$ cat config.mk
export PLATFORM = sky130hd
export DESIGN_NAME = tpu_cmd_dispatch_flat
export DESIGN_NICKNAME = d
export VERILOG_FILES = /design/src/rtl/tpu_cmd_dispatch_if.sv /design/src/rtl/tpu_cmd_dispatch.sv /design/src/flat_wrapper.sv
export SDC_FILE = /design/constraint.sdc
export NUM_CORES = 1
export LEC_CHECK = 0
export CAP_MARGIN = 20
export CORE_UTILIZATION = 57
export DETAILED_ROUTE_END_ITERATION = 12
export DONT_BUFFER_PORTS = 1
export PLACE_DENSITY = 0.75
export SETUP_SLACK_MARGIN = 0.4
export SKIP_LAST_GASP = 1
export SYNTH_ARGS = -nofsm -noshare
export SYNTH_HDL_FRONTEND = slang
export SYNTH_SLANG_ARGS = --single-unit
export TNS_END_PERCENT = 50
$ cat constraint.sdc
create_clock -name clk -period 1.85 [get_ports clk]
set_input_delay 0.185 -clock clk [delete_from_list [all_inputs] [get_ports clk]]
set_output_delay 0.185 -clock clk [all_outputs]
set_load 0.01 [all_outputs]
$ cat src/rtl/tpu_cmd_dispatch_if.sv
// Byte-stream handshake bundle between the UART and the TPU command dispatcher.
// The master side drives commands and accepts responses.
interface tpu_cmd_dispatch_if;
  logic       rx_valid;
  logic [7:0] rx_data;
  logic       rx_ready;
  logic       tx_valid;
  logic [7:0] tx_data;
  logic       tx_ready;

  modport master (output rx_valid, rx_data, tx_ready, input rx_ready, tx_valid, tx_data);
  modport slave  (input rx_valid, rx_data, tx_ready, output rx_ready, tx_valid, tx_data);
endinterface

$ cat src/rtl/tpu_cmd_dispatch.sv
// UART command decoder for the MLP cores: collects opcode and payload bytes,
// issues one-cycle per-core strobes and returns status/response bytes.
module tpu_cmd_dispatch #(
  parameter int unsigned NUM_CORES      = 2,
  parameter int unsigned ACC_W          = 32,
  parameter int unsigned STATE_W        = 4,
  parameter int unsigned TIMEOUT_CYCLES = 4096
) (
  input  logic                         clk,
  input  logic                         rst,
  tpu_cmd_dispatch_if.slave            bus,
  output logic [NUM_CORES-1:0]         core_wf_push_col0,
  output logic [NUM_CORES-1:0]         core_wf_push_col1,
  output logic [NUM_CORES-1:0]         core_wf_reset,
  output logic [NUM_CORES-1:0]         core_act_valid,
  output logic [NUM_CORES-1:0]         core_start,
  output logic [7:0]                   core_wf_data,
  output logic [15:0]                  core_act_data,
  output logic [NUM_CORES-1:0]         core_weights_ready,
  input  logic [NUM_CORES*STATE_W-1:0] core_state,
  input  logic [NUM_CORES*ACC_W-1:0]   core_acc0,
  output logic                         busy,
  output logic                         err
);

  localparam int unsigned RESP_N = 1 + ACC_W / 8;
  localparam int unsigned BUF_W  = 8 * RESP_N;
  localparam int unsigned TMO_W  = $clog2(TIMEOUT_CYCLES + 1);
  localparam int unsigned CNT_W  = $clog2(RESP_N + 1);

  typedef enum logic [1:0] {S_IDLE, S_PAYLOAD, S_EXEC, S_RESP} state_t;

  state_t               r_state, w_next;
  logic                 r_rx_ready;
  logic [3:0]           r_op, r_k;
  logic [1:0]           r_rem;
  logic                 r_pidx;
  logic [7:0]           r_b0, r_b1;
  logic [TMO_W-1:0]     r_tmo;
  logic                 r_tmo_hit;
  logic [BUF_W-1:0]     r_buf;
  logic [CNT_W-1:0]     r_cnt;
  logic                 r_clr;
  logic                 r_err;
  logic [NUM_CORES-1:0] r_wr;

  logic                 w_rx_acc, w_tx_acc, w_tmo;
  logic [1:0]           w_len_in;
  logic                 w_known, w_kvalid, w_bad, w_need_resp, w_ex;
  logic [NUM_CORES-1:0] w_onehot;
  logic [STATE_W-1:0]   w_st_sel;
  logic [ACC_W-1:0]     w_acc_sel;
  logic [7:0]           w_st8;

  function automatic logic [1:0] payload_len(input logic [3:0] op);
    case (op)
      4'h1, 4'h2, 4'h8: return 2'd1;
      4'h3:             return 2'd2;
      default:          return 2'd0;
    endcase
  endfunction

  assign w_rx_acc = bus.rx_valid && r_rx_ready;
  assign w_tx_acc = (r_state == S_RESP) && bus.tx_ready;
  assign w_len_in = payload_len(bus.rx_data[7:4]);
  assign w_tmo    = (r_state == S_PAYLOAD) && !w_rx_acc &&
                    (r_tmo == TMO_W'(TIMEOUT_CYCLES - 1));

  // Core select is a compare loop so out-of-range k never indexes past the buses.
  always_comb begin
    w_onehot  = '0;
    w_st_sel  = '0;
    w_acc_sel = '0;
    for (int unsigned i = 0; i < NUM_CORES; i++) begin
      if (32'(r_k) == i) begin
        w_onehot[i] = 1'b1;
        w_st_sel    = core_state[i*STATE_W +: STATE_W];
        w_acc_sel   = core_acc0[i*ACC_W +: ACC_W];
      end
    end
    w_st8                = '0;
    w_st8[STATE_W-1:0]   = w_st_sel;
  end

  assign w_known     = r_op inside {4'h1, 4'h2, 4'h3, 4'h4, 4'h5, 4'h6, 4'h8};
  assign w_kvalid    = 32'(r_k) < NUM_CORES;
  assign w_bad       = r_tmo_hit || !w_known || (r_op != 4'h8 && !w_kvalid);
  assign w_need_resp = w_bad || r_op == 4'h4 || r_op == 4'h5;
  assign w_ex        = (r_state == S_EXEC) && !w_bad;

  always_ff @(posedge clk) begin
    if (rst) r_state <= S_IDLE;
    else     r_state <= w_next;
  end

  always_comb begin
    w_next = r_state;
    unique case (r_state)
      S_IDLE:    if (w_rx_acc) w_next = (w_len_in != 2'd0) ? S_PAYLOAD : S_EXEC;
      S_PAYLOAD: if ((w_rx_acc && r_rem == 2'd1) || w_tmo) w_next = S_EXEC;
      S_EXEC:    w_next = w_need_resp ? S_RESP : S_IDLE;
      S_RESP:    if (w_tx_acc && r_cnt == CNT_W'(1)) w_next = S_IDLE;
      default:   w_next = S_IDLE;
    endcase
  end

  always_ff @(posedge clk) begin
    if (rst) begin
      r_rx_ready <= 1'b0;
      r_op       <= '0;
      r_k        <= '0;
      r_rem      <= '0;
      r_pidx     <= 1'b0;
      r_b0       <= '0;
      r_b1       <= '0;
      r_tmo      <= '0;
      r_tmo_hit  <= 1'b0;
      r_buf      <= '0;
      r_cnt      <= '0;
      r_clr      <= 1'b0;
      r_err      <= 1'b0;
      r_wr       <= '0;
    end else begin
      r_rx_ready <= (w_next == S_IDLE) || (w_next == S_PAYLOAD);
      unique case (r_state)
        S_IDLE: if (w_rx_acc) begin
          r_op      <= bus.rx_data[7:4];
          r_k       <= bus.rx_data[3:0];
          r_rem     <= w_len_in;
          r_pidx    <= 1'b0;
          r_tmo     <= '0;
          r_tmo_hit <= 1'b0;
        end
        S_PAYLOAD: begin
          if (w_rx_acc) begin
            if (!r_pidx) r_b0 <= bus.rx_data;
            else         r_b1 <= bus.rx_data;
            r_pidx <= 1'b1;
            r_rem  <= r_rem - 2'd1;
            r_tmo  <= '0;
          end else if (w_tmo) begin
            r_tmo_hit <= 1'b1;
          end else begin
            r_tmo <= r_tmo + TMO_W'(1);
          end
        end
        S_EXEC: begin
          r_clr <= 1'b0;
          r_cnt <= CNT_W'(1);
          if (w_bad) begin
            r_err <= 1'b1;
            r_buf <= BUF_W'(8'hEE);
          end else if (r_op == 4'h4) begin
            if (w_st_sel == '0) begin
              r_wr  <= r_wr | w_onehot;
              r_buf <= BUF_W'(8'hAA);
            end else begin
              r_buf <= BUF_W'(8'hEB);
            end
          end else if (r_op == 4'h5) begin
            r_buf <= {w_acc_sel, w_st8};
            r_cnt <= CNT_W'(RESP_N);
            r_clr <= 1'b1;
          end else if (r_op == 4'h6) begin
            r_wr <= r_wr & ~w_onehot;
          end
        end
        S_RESP: if (w_tx_acc) begin
          r_buf <= r_buf >> 8;
          r_cnt <= r_cnt - CNT_W'(1);
          if (r_cnt == CNT_W'(1) && r_clr) r_err <= 1'b0;
        end
        default: ;
      endcase
    end
  end

  always_comb begin
    core_wf_push_col0 = '0;
    core_wf_push_col1 = '0;
    core_wf_reset     = '0;
    core_act_valid    = '0;
    core_start        = '0;
    if (w_ex) begin
      unique case (r_op)
        4'h1:    core_wf_push_col0 = w_onehot;
        4'h8:    core_wf_push_col0 = '1;
        4'h2:    core_wf_push_col1 = w_onehot;
        4'h3:    core_act_valid    = w_onehot;
        4'h4:    if (w_st_sel == '0) core_start = w_onehot;
        4'h6:    core_wf_reset     = w_onehot;
        default: ;
      endcase
    end
  end

  assign core_wf_data       = r_b0;
  assign core_act_data      = {r_b1, r_b0};
  assign core_weights_ready = r_wr;
  assign busy               = (r_state != S_IDLE);
  assign err                = r_err;
  assign bus.rx_ready       = r_rx_ready;
  assign bus.tx_valid       = (r_state == S_RESP);
  assign bus.tx_data        = r_buf[7:0];

endmodule

$ cat src/flat_wrapper.sv
// flat-port wrapper written by rule: the top's interface ports become plain ports
module tpu_cmd_dispatch_flat 
#(
  parameter int unsigned NUM_CORES      = 2,
  parameter int unsigned ACC_W          = 32,
  parameter int unsigned STATE_W        = 4,
  parameter int unsigned TIMEOUT_CYCLES = 4096
)
  (clk, rst, core_wf_push_col0, core_wf_push_col1, core_wf_reset, core_act_valid, core_start, core_wf_data, core_act_data, core_weights_ready, core_state, core_acc0, busy, err, bus_rx_valid, bus_rx_data, bus_tx_ready, bus_rx_ready, bus_tx_valid, bus_tx_data);
  tpu_cmd_dispatch_if bus_i ();
  input  logic clk;
  input  logic rst;
  output logic [NUM_CORES-1:0] core_wf_push_col0;
  output logic [NUM_CORES-1:0] core_wf_push_col1;
  output logic [NUM_CORES-1:0] core_wf_reset;
  output logic [NUM_CORES-1:0] core_act_valid;
  output logic [NUM_CORES-1:0] core_start;
  output logic [7:0] core_wf_data;
  output logic [15:0] core_act_data;
  output logic [NUM_CORES-1:0] core_weights_ready;
  input  logic [NUM_CORES*STATE_W-1:0] core_state;
  input  logic [NUM_CORES*ACC_W-1:0] core_acc0;
  output logic busy;
  output logic err;
  input wire logic [$bits(bus_i.rx_valid)-1:0] bus_rx_valid;
  input wire logic [$bits(bus_i.rx_data)-1:0] bus_rx_data;
  input wire logic [$bits(bus_i.tx_ready)-1:0] bus_tx_ready;
  output wire logic [$bits(bus_i.rx_ready)-1:0] bus_rx_ready;
  output wire logic [$bits(bus_i.tx_valid)-1:0] bus_tx_valid;
  output wire logic [$bits(bus_i.tx_data)-1:0] bus_tx_data;
  assign bus_i.rx_valid = bus_rx_valid;
  assign bus_i.rx_data = bus_rx_data;
  assign bus_i.tx_ready = bus_tx_ready;
  assign bus_rx_ready = bus_i.rx_ready;
  assign bus_tx_valid = bus_i.tx_valid;
  assign bus_tx_data = bus_i.tx_data;
  tpu_cmd_dispatch #(.NUM_CORES(NUM_CORES), .ACC_W(ACC_W), .STATE_W(STATE_W), .TIMEOUT_CYCLES(TIMEOUT_CYCLES)) u_core (.clk(clk), .rst(rst), .bus(bus_i), .core_wf_push_col0(core_wf_push_col0), .core_wf_push_col1(core_wf_push_col1), .core_wf_reset(core_wf_reset), .core_act_valid(core_act_valid), .core_start(core_start), .core_wf_data(core_wf_data), .core_act_data(core_act_data), .core_weights_ready(core_weights_ready), .core_state(core_state), .core_acc0(core_acc0), .busy(busy), .err(err));
endmodule
; Word-level counts from Yosys, hierarchy flattened
; Cells that the tools add are included.
[word_totals]
register_bits = 91
input_bits = 84
output_inout_bits = 48
elab_cells = 154
[classes]
add_sub_neg = 3
order_cmp = 1
n_eq_ne = 31
muxes = 59
bitwise_logic = 5
n_reduce_logical = 40
[ops]
columns = op, n
row1 = 40-bit 2-to-1 mux, 4
row2 = 40-bit case mux with 2 select lines, 1
row3 = 32-bit 2-to-1 mux, 2
row4 = 2-bit 2-to-1 mux, 21
row5 = 13-bit 2-to-1 mux, 3
row6 = 13-bit case mux with 2 select lines, 1
row7 = 4-bit by 2-bit == test with 1-bit output (second input constant), 4
row8 = 3-bit AND reduction, 5
row9 = 2-bit by 1-bit inequality test with 1-bit output (second input constant), 7
row10 = 13-bit by 1-bit adder with 13-bit output (second input constant), 1
row11 = 13-bit by 12-bit == test with 1-bit output (second input constant), 1
row12 = 4-bit by 1-bit == test with 1-bit output (second input constant), 3
row13 = 4-bit by 3-bit == test with 1-bit output (second input constant), 3
row14 = 1-bit 2-to-1 mux, 12
row15 = 3-bit 2-to-1 mux, 4
row16 = 2-bit case mux with 2 select lines, 3
row17 = 2-bit nonzero test, 5
row18 = 1-bit logical AND, 9
row19 = 4-bit == test (second input constant), 2
row20 = 4-bit logical NOT, 2
row21 = 4-bit 2-to-1 mux, 2
row22 = 2-bit case mux with 4 select lines, 1
row23 = 4-bit AND reduction, 2
row24 = 7-bit 2-to-1 mux, 1
row25 = 23 further kinds, 40

; Logic depth before layout (Yosys ltp)
; Gate-level depths: netlist (run 1).
[logic_depth]
word_depth = 11
ltp_mapped = 8

; Least setup slack after synthesis (run 1)
; Ideal clock, no wire load.
[synth_timing]
kind = register -> register
startpoint = register u_core.r_op[1]
endpoint = register u_core.r_buf[18]
setup_time_ns = 0.132
arrival_time_ns = 1.592
t_required_ns = 1.718
path_slack_ns = 0.126
stages_incl_launch_ff = 8
path_buffers = 2
path_cell_list = dfxtp_1 buf_6 or4b_4 nand2_1 a211oi_4 buf_4 a221oi_1 nor3_1
[synth_via]
elab_chain_len = 7
elab_cells_between_ends = 18
classes_between = eq/ne: 9 / mux: 3 / reduce/logical: 6
[synth_rtl]
columns = item, line
row1 = start: declaration, tpu_cmd_dispatch.sv:35  ; logic [3:0] r_op, r_k;
row2 = start signal: assignment, tpu_cmd_dispatch.sv:127  ; r_op <= bus.rx_data[7:4];
row3 = "4-bit by 1-bit == test with 1-bit output, or another cell as far along", tpu_cmd_dispatch.sv:85  ; assign w_known = r_op inside {4'h1, 4'h2, 4'h3, 4'h4, 4'h5, 4'h6, 4'h8};
row4 = 7-bit nonzero test, tpu_cmd_dispatch.sv:85
row5 = 1-bit logical NOT, tpu_cmd_dispatch.sv:87  ; assign w_bad = r_tmo_hit || !w_known || (r_op != 4'h8 && !w_kvalid);
row6 = 1-bit logical OR (2 in series), tpu_cmd_dispatch.sv:87
row7 = 4-bit by 1-bit inequality test with 1-bit output (no line) / 40-bit 2-to-1 mux (equally long branches), --
row8 = 3-bit AND reduction (no line) / 40-bit case mux with 2 select lines (equally long branches), --
row9 = end signal: assignment, tpu_cmd_dispatch.sv:152  ; r_buf <= BUF_W'(8'hEE);
row10 = end signal: assignment, tpu_cmd_dispatch.sv:156  ; r_buf <= BUF_W'(8'hAA);
row11 = end signal: assignment, tpu_cmd_dispatch.sv:158  ; r_buf <= BUF_W'(8'hEB);
row12 = end: declaration, tpu_cmd_dispatch.sv:41  ; logic [BUF_W-1:0] r_buf;
; Several ways; a longest one is shown, not always the timed one.
; A chain may end at the register's enable or synchronous reset.

; Final worst setup path (run 1)
[layout_timing]
startpoint = register u_core.r_k[3]
endpoint = output port core_start[0]
[layout_via]
elab_chain_len = 7
elab_cells_between_ends = 15
classes_between = order compare: 1 / eq/ne: 1 / mux: 6 / reduce/logical: 7
[layout_rtl]
columns = item, line
row1 = start: declaration, tpu_cmd_dispatch.sv:35
row2 = start signal: assignment, tpu_cmd_dispatch.sv:128  ; r_k <= bus.rx_data[3:0];
row3 = 4-bit logical NOT / 4-bit by 2-bit less-than comparator with 1-bit output (equally long branches), "tpu_cmd_dispatch.sv:75, tpu_cmd_dispatch.sv:86"
row4 = 4-bit 2-to-1 mux / 1-bit logical NOT (equally long branches), "tpu_cmd_dispatch.sv:75, tpu_cmd_dispatch.sv:87"
row5 = 4-bit 2-to-1 mux / 1-bit logical AND (equally long branches), "tpu_cmd_dispatch.sv:75, tpu_cmd_dispatch.sv:87"
row6 = 4-bit logical NOT / 1-bit logical OR (equally long branches), "tpu_cmd_dispatch.sv:190, tpu_cmd_dispatch.sv:87"
row7 = 2-bit 2-to-1 mux / 1-bit logical NOT (equally long branches), "tpu_cmd_dispatch.sv:190, tpu_cmd_dispatch.sv:89"
row8 = 2-bit 2-to-1 mux / 1-bit logical AND (equally long branches), "tpu_cmd_dispatch.sv:185, tpu_cmd_dispatch.sv:89"
row9 = 2-bit 2-to-1 mux *, tpu_cmd_dispatch.sv:184  ; if (w_ex) begin
row10 = end: declaration, flat_wrapper.sv:17  ; output logic [NUM_CORES-1:0] core_start;
; Mark *: on every way between the ends. The rest lies on a longest branch, timed or not.

==> results of run 1 <==
worst max-delay path, delay by kind of cell, from the launching register on:
family                 cells  cell delay, ns
DFF                        1            0.37
and+or+nand+nor            3            0.72
buffers and inverters      3            0.31
AOI/OAI and AO/OA          1            0.15
routing by layer:
| metal | wire (microns) | vias up | global-route usage (%) |
|---|---|---|---|
| met5 | 0 | - | 0 |
| met4 | 198 | 0 | 8.333 |
| met3 | 1070 | 18 | 8.130 |
| met2 | 5854 | 188 | 42.71 |
| met1 | 5477 | 2081 | 38.33 |
| li1 | - | 2014 | - |
cells in the mapped netlist (2+ instances only):
library cell	n
dfxtp_1	91
o21ai_0	16
nand2b_1	4
a311oi_1	3
or2_2	3
buf_4	21
or3_1	2
o2111a_1	2
o2111ai_1	6
nor4_1	7
xor2_1	9
buf_2	9
a21oi_1	42
nand3_1	15
ha_1	4
a31oi_1	5
a211o_1	2
buf_1	2
buf_6	6
clkbuf_1	20
nor3_1	32
a211oi_1	3
mux2_2	34
and4_1	3
o211ai_1	4
and2_1	5
nand4_1	2
o221ai_1	2
nor2b_1	5
nor2_1	72
and3_1	5
a221oi_1	24
nand2_1	58
inv_1	7
mux2i_1	10
o21a_1	2
worst paths after layout:
kind | end | cells after the start | slack [ns] | start
hold reg to reg | u_core.err | 1 | 0.44 | u_core.r_clr
hold / removal | u_core.r_buf[5] | 1 | -0.11 | rst
setup / recovery | core_start[0] | 7 | -0.24 | u_core.r_k[3]
setup reg to reg | u_core.r_buf[10] | 9 | -0.21 | u_core.r_k[3]
logic make-up after synthesis:
logic type,after synthesis,synth area share (%)
XOR/XNOR,9,1.667
flip-flops,91,38.52
AND/OR/NAND/NOR,222,22.22
multiplexers,44,10.21
adder cells (fa/ha/maj),4,1.058
AO/OA/AOI/OAI,122,17.83
buffers and inverters,67,8.492
final cells by class:
class | count | area (sq um)
multi-input cells | 401 | 2710
fillers | 592 | 2432
flip-flops and latches | 91 | 1843
repair buffers | 58 | 535.5
clock buffers | 12 | 165.2
well taps | 102 | 127.6
clock inverters | 4 | 47.55
inverters | 7 | 26.28
cell usage in the layout (no fill, tap or decap), types with 9 or more instances in the layout:
cell,n
a221oi_1,22
clkbuf_8,12
nand2_1,55
a21oi_1,41
dfxtp_1,84
buf_4,43
nor3_1,27
nor2_1,68
xor2_1,9
o21ai_0,15
mux2_2,34
mux2i_1,10
buf_6,10
nand3_1,15
state kept, by name, summed over array words and instances, names as in the netlist, named ones only:
| name | cells |
|---|---|
| u_core.err | 1 |
| u_core.r_cnt | 3 |
| u_core.bus.rx_ready | 1 |
| u_core.r_state | 2 |
| u_core.r_k | 4 |
| u_core.r_b1 | 8 |
| u_core.r_op | 4 |
| u_core.core_wf_data | 8 |
| u_core.r_tmo_hit | 1 |
| u_core.r_clr | 1 |
| u_core.r_tmo | 13 |
| u_core.r_rem | 2 |
| u_core.r_buf | 40 |
| u_core.r_pidx | 1 |
what timing repair did:
action | 4_1_cts | 5_1_grt
endpoints found under the setup margin | 93 | 102
hold endpoints to repair | 79 | 78
cloned | 0 | 2
pin swaps | 11 | 10
resized for setup | 32 | 22
setup buffers | 12 | 7
power groups by stage:
stage               Sequential [mW]  Combinational (mW)  Clock [mW]
finish                         2.61                2.73        1.44
global route                   2.64                2.95        1.52
CTS                            2.59                2.46        1.43
detailed placement             2.63                2.24           0
global placement               2.61                2.19           0
floorplan                      2.50                1.89           0
through the flow:
stage	util [%]	power [mW]	cell area (sq um)	std cells
after floorplan	-	4.381	4787	559
after global placement	61.91	4.804	4883	638
after detailed placement	61.91	4.867	4883	638
after CTS	67.26	6.482	5305	666
after global routing	69.16	7.110	5455	675
final	69.16	6.771	5455	675
==> results by group, run 1 <==
STA
  – Slew Limit Fails: 0
  – Setup Skew: 0.007898 ns
  – Max_slew headroom: 65.36%
  – Final worst path period share: 112.9%
  – Final TNS setup: -6.048 ns
  – RSZ-0062 raised after global routing: yes
  – Worst slew pin tran: 0.5148 ns
  – Final Hold Fails: 78
  – Hold Slack: -0.1143 ns
  – Final setup violation count: 49
  – Maximum clock rate: 0.4789 GHz
  – Minimum clock period after layout: 2.088 ns
  – PnR worst setup slack: -0.2379 ns

Logic synthesis
  – Synthesized net count: 647
  – Synth cell types: 58
  – Top-area cell type share of the netlist area: 38.52%
  – Post-synthesis sequential area ratio: 38.52%
  – Most used DFF post-synth: dfxtp_1
  – Ys Warns: 0
  – Mapped Area: 0.004730 sq mm
  – Mean post-synth cell area: 8.461 sq um
  – Yosys top cell by area: dfxtp_1
  – Syn Inst Count: 559
  – Seq cells post-synth: 91
  – Top post-synthesis cells by area: dfxtp_1, mux2_2, nor2_1, nand2_1, a21oi_1
  – Async SR Flop Fraction: 0%
  – Post-synth EDFFs: 0

Setup path
  – Slowest Stage Delay on Critical Path: 0.37 ns
  – Worst EP required: 1.66 ns
  – CP Max Fanout: 4
  – Startpoint Class: flop
  – Crit path DAT: 1.90 ns
  – Crit-path cells: nor3_4 -> buf_6 -> and4_4 -> buf_6 -> o2111ai_4 -> or2_4 -> inv_2
  – Most frequent cell on the critical path: buf_6
  – CP Class: reg2out
  – Slowest library cell on the worst path: dfxtp_4
  – Worst Setup End Kind: output pin

Global routing
  – Vias in the first global route: 3971
  – GR Overflow Total: 0
  – Initial antenna violation count: 0
  – Largest net degree at the start of global routing: 83
  – First-pass GRT wire length: 19240 microns
  – Total track usage: 28.02%

Finish
  – Nets: 656
  – Fraction of layout cells with a size suffix above 1: 27.40%
  – Antenna diodes: 0
  – Area Overhead vs Synth: 15.34%

Floorplan
  – Effective utilization at floorplan: 59.96%
  – Top-Level Pins: 132
  – Die ar.: 0.008666 sq mm
  – Core box area: 0.007888 sq mm
  – Die height: 93.09 microns
  – Core Rows: 32
  – DIE WIDTH: 93.09 microns

CTS
  – Clk_lat worst skew: 0.36 ns
  – # H-tree levels: 3
  – Num CTS Buffers: 9
  – Deepest clock path buffer count: 2
  – Root Buffer: clkbuf_8
  – Clock transition at path regs: 0.08 ns
  – CTS tree: yes
  – CTS Sinks: 91

Placement
  – Final GP Congestion: 0.9534
  – DP Worst Slack: -0.06055 ns
  – Detailed placement HPWL: 8059 microns
  – PortBufs: 0

Job
  – Max-cap viol count: 0

Run status
  – Failing checks: hold timing, setup timing
  – Status: finished with violations

Power
  – Cell internal pwr: 4.248 mW
  – P_leak: 2.058 nW
  – Peak supply drop: 0.5451 mV
  – Clock network power share: 21.2%
  – Share of power burned in registers: 38.5%
  – Switch Pwr: 2.524 mW
  – Sw frac: 37.27%
  – Comb pwr share: 40.3%
  – PwrDens: 1241 mW/mm^2

Drt
  – Residual DRC count: 0
  – Vias: 4301
  – Vias per inst: 6.372
  – Wire per inst: 18.67 microns
  – Detailed Route WL: 12600 microns
  – Pre-antenna DRT Iters: 6
  – Drt first-iter violations: 273
  – Final ANT Viol Nets: 0

Hold path
  – Hold Crit Class: in2reg
Note: power is estimated with default switching activity, not from simulation.
==> run 2: changes to the inputs <==
- CTS_CLUSTER_SIZE: not set -> 25
==> results of run 2 <==
Final layout, timing and power as in run 1 (identical DEF).
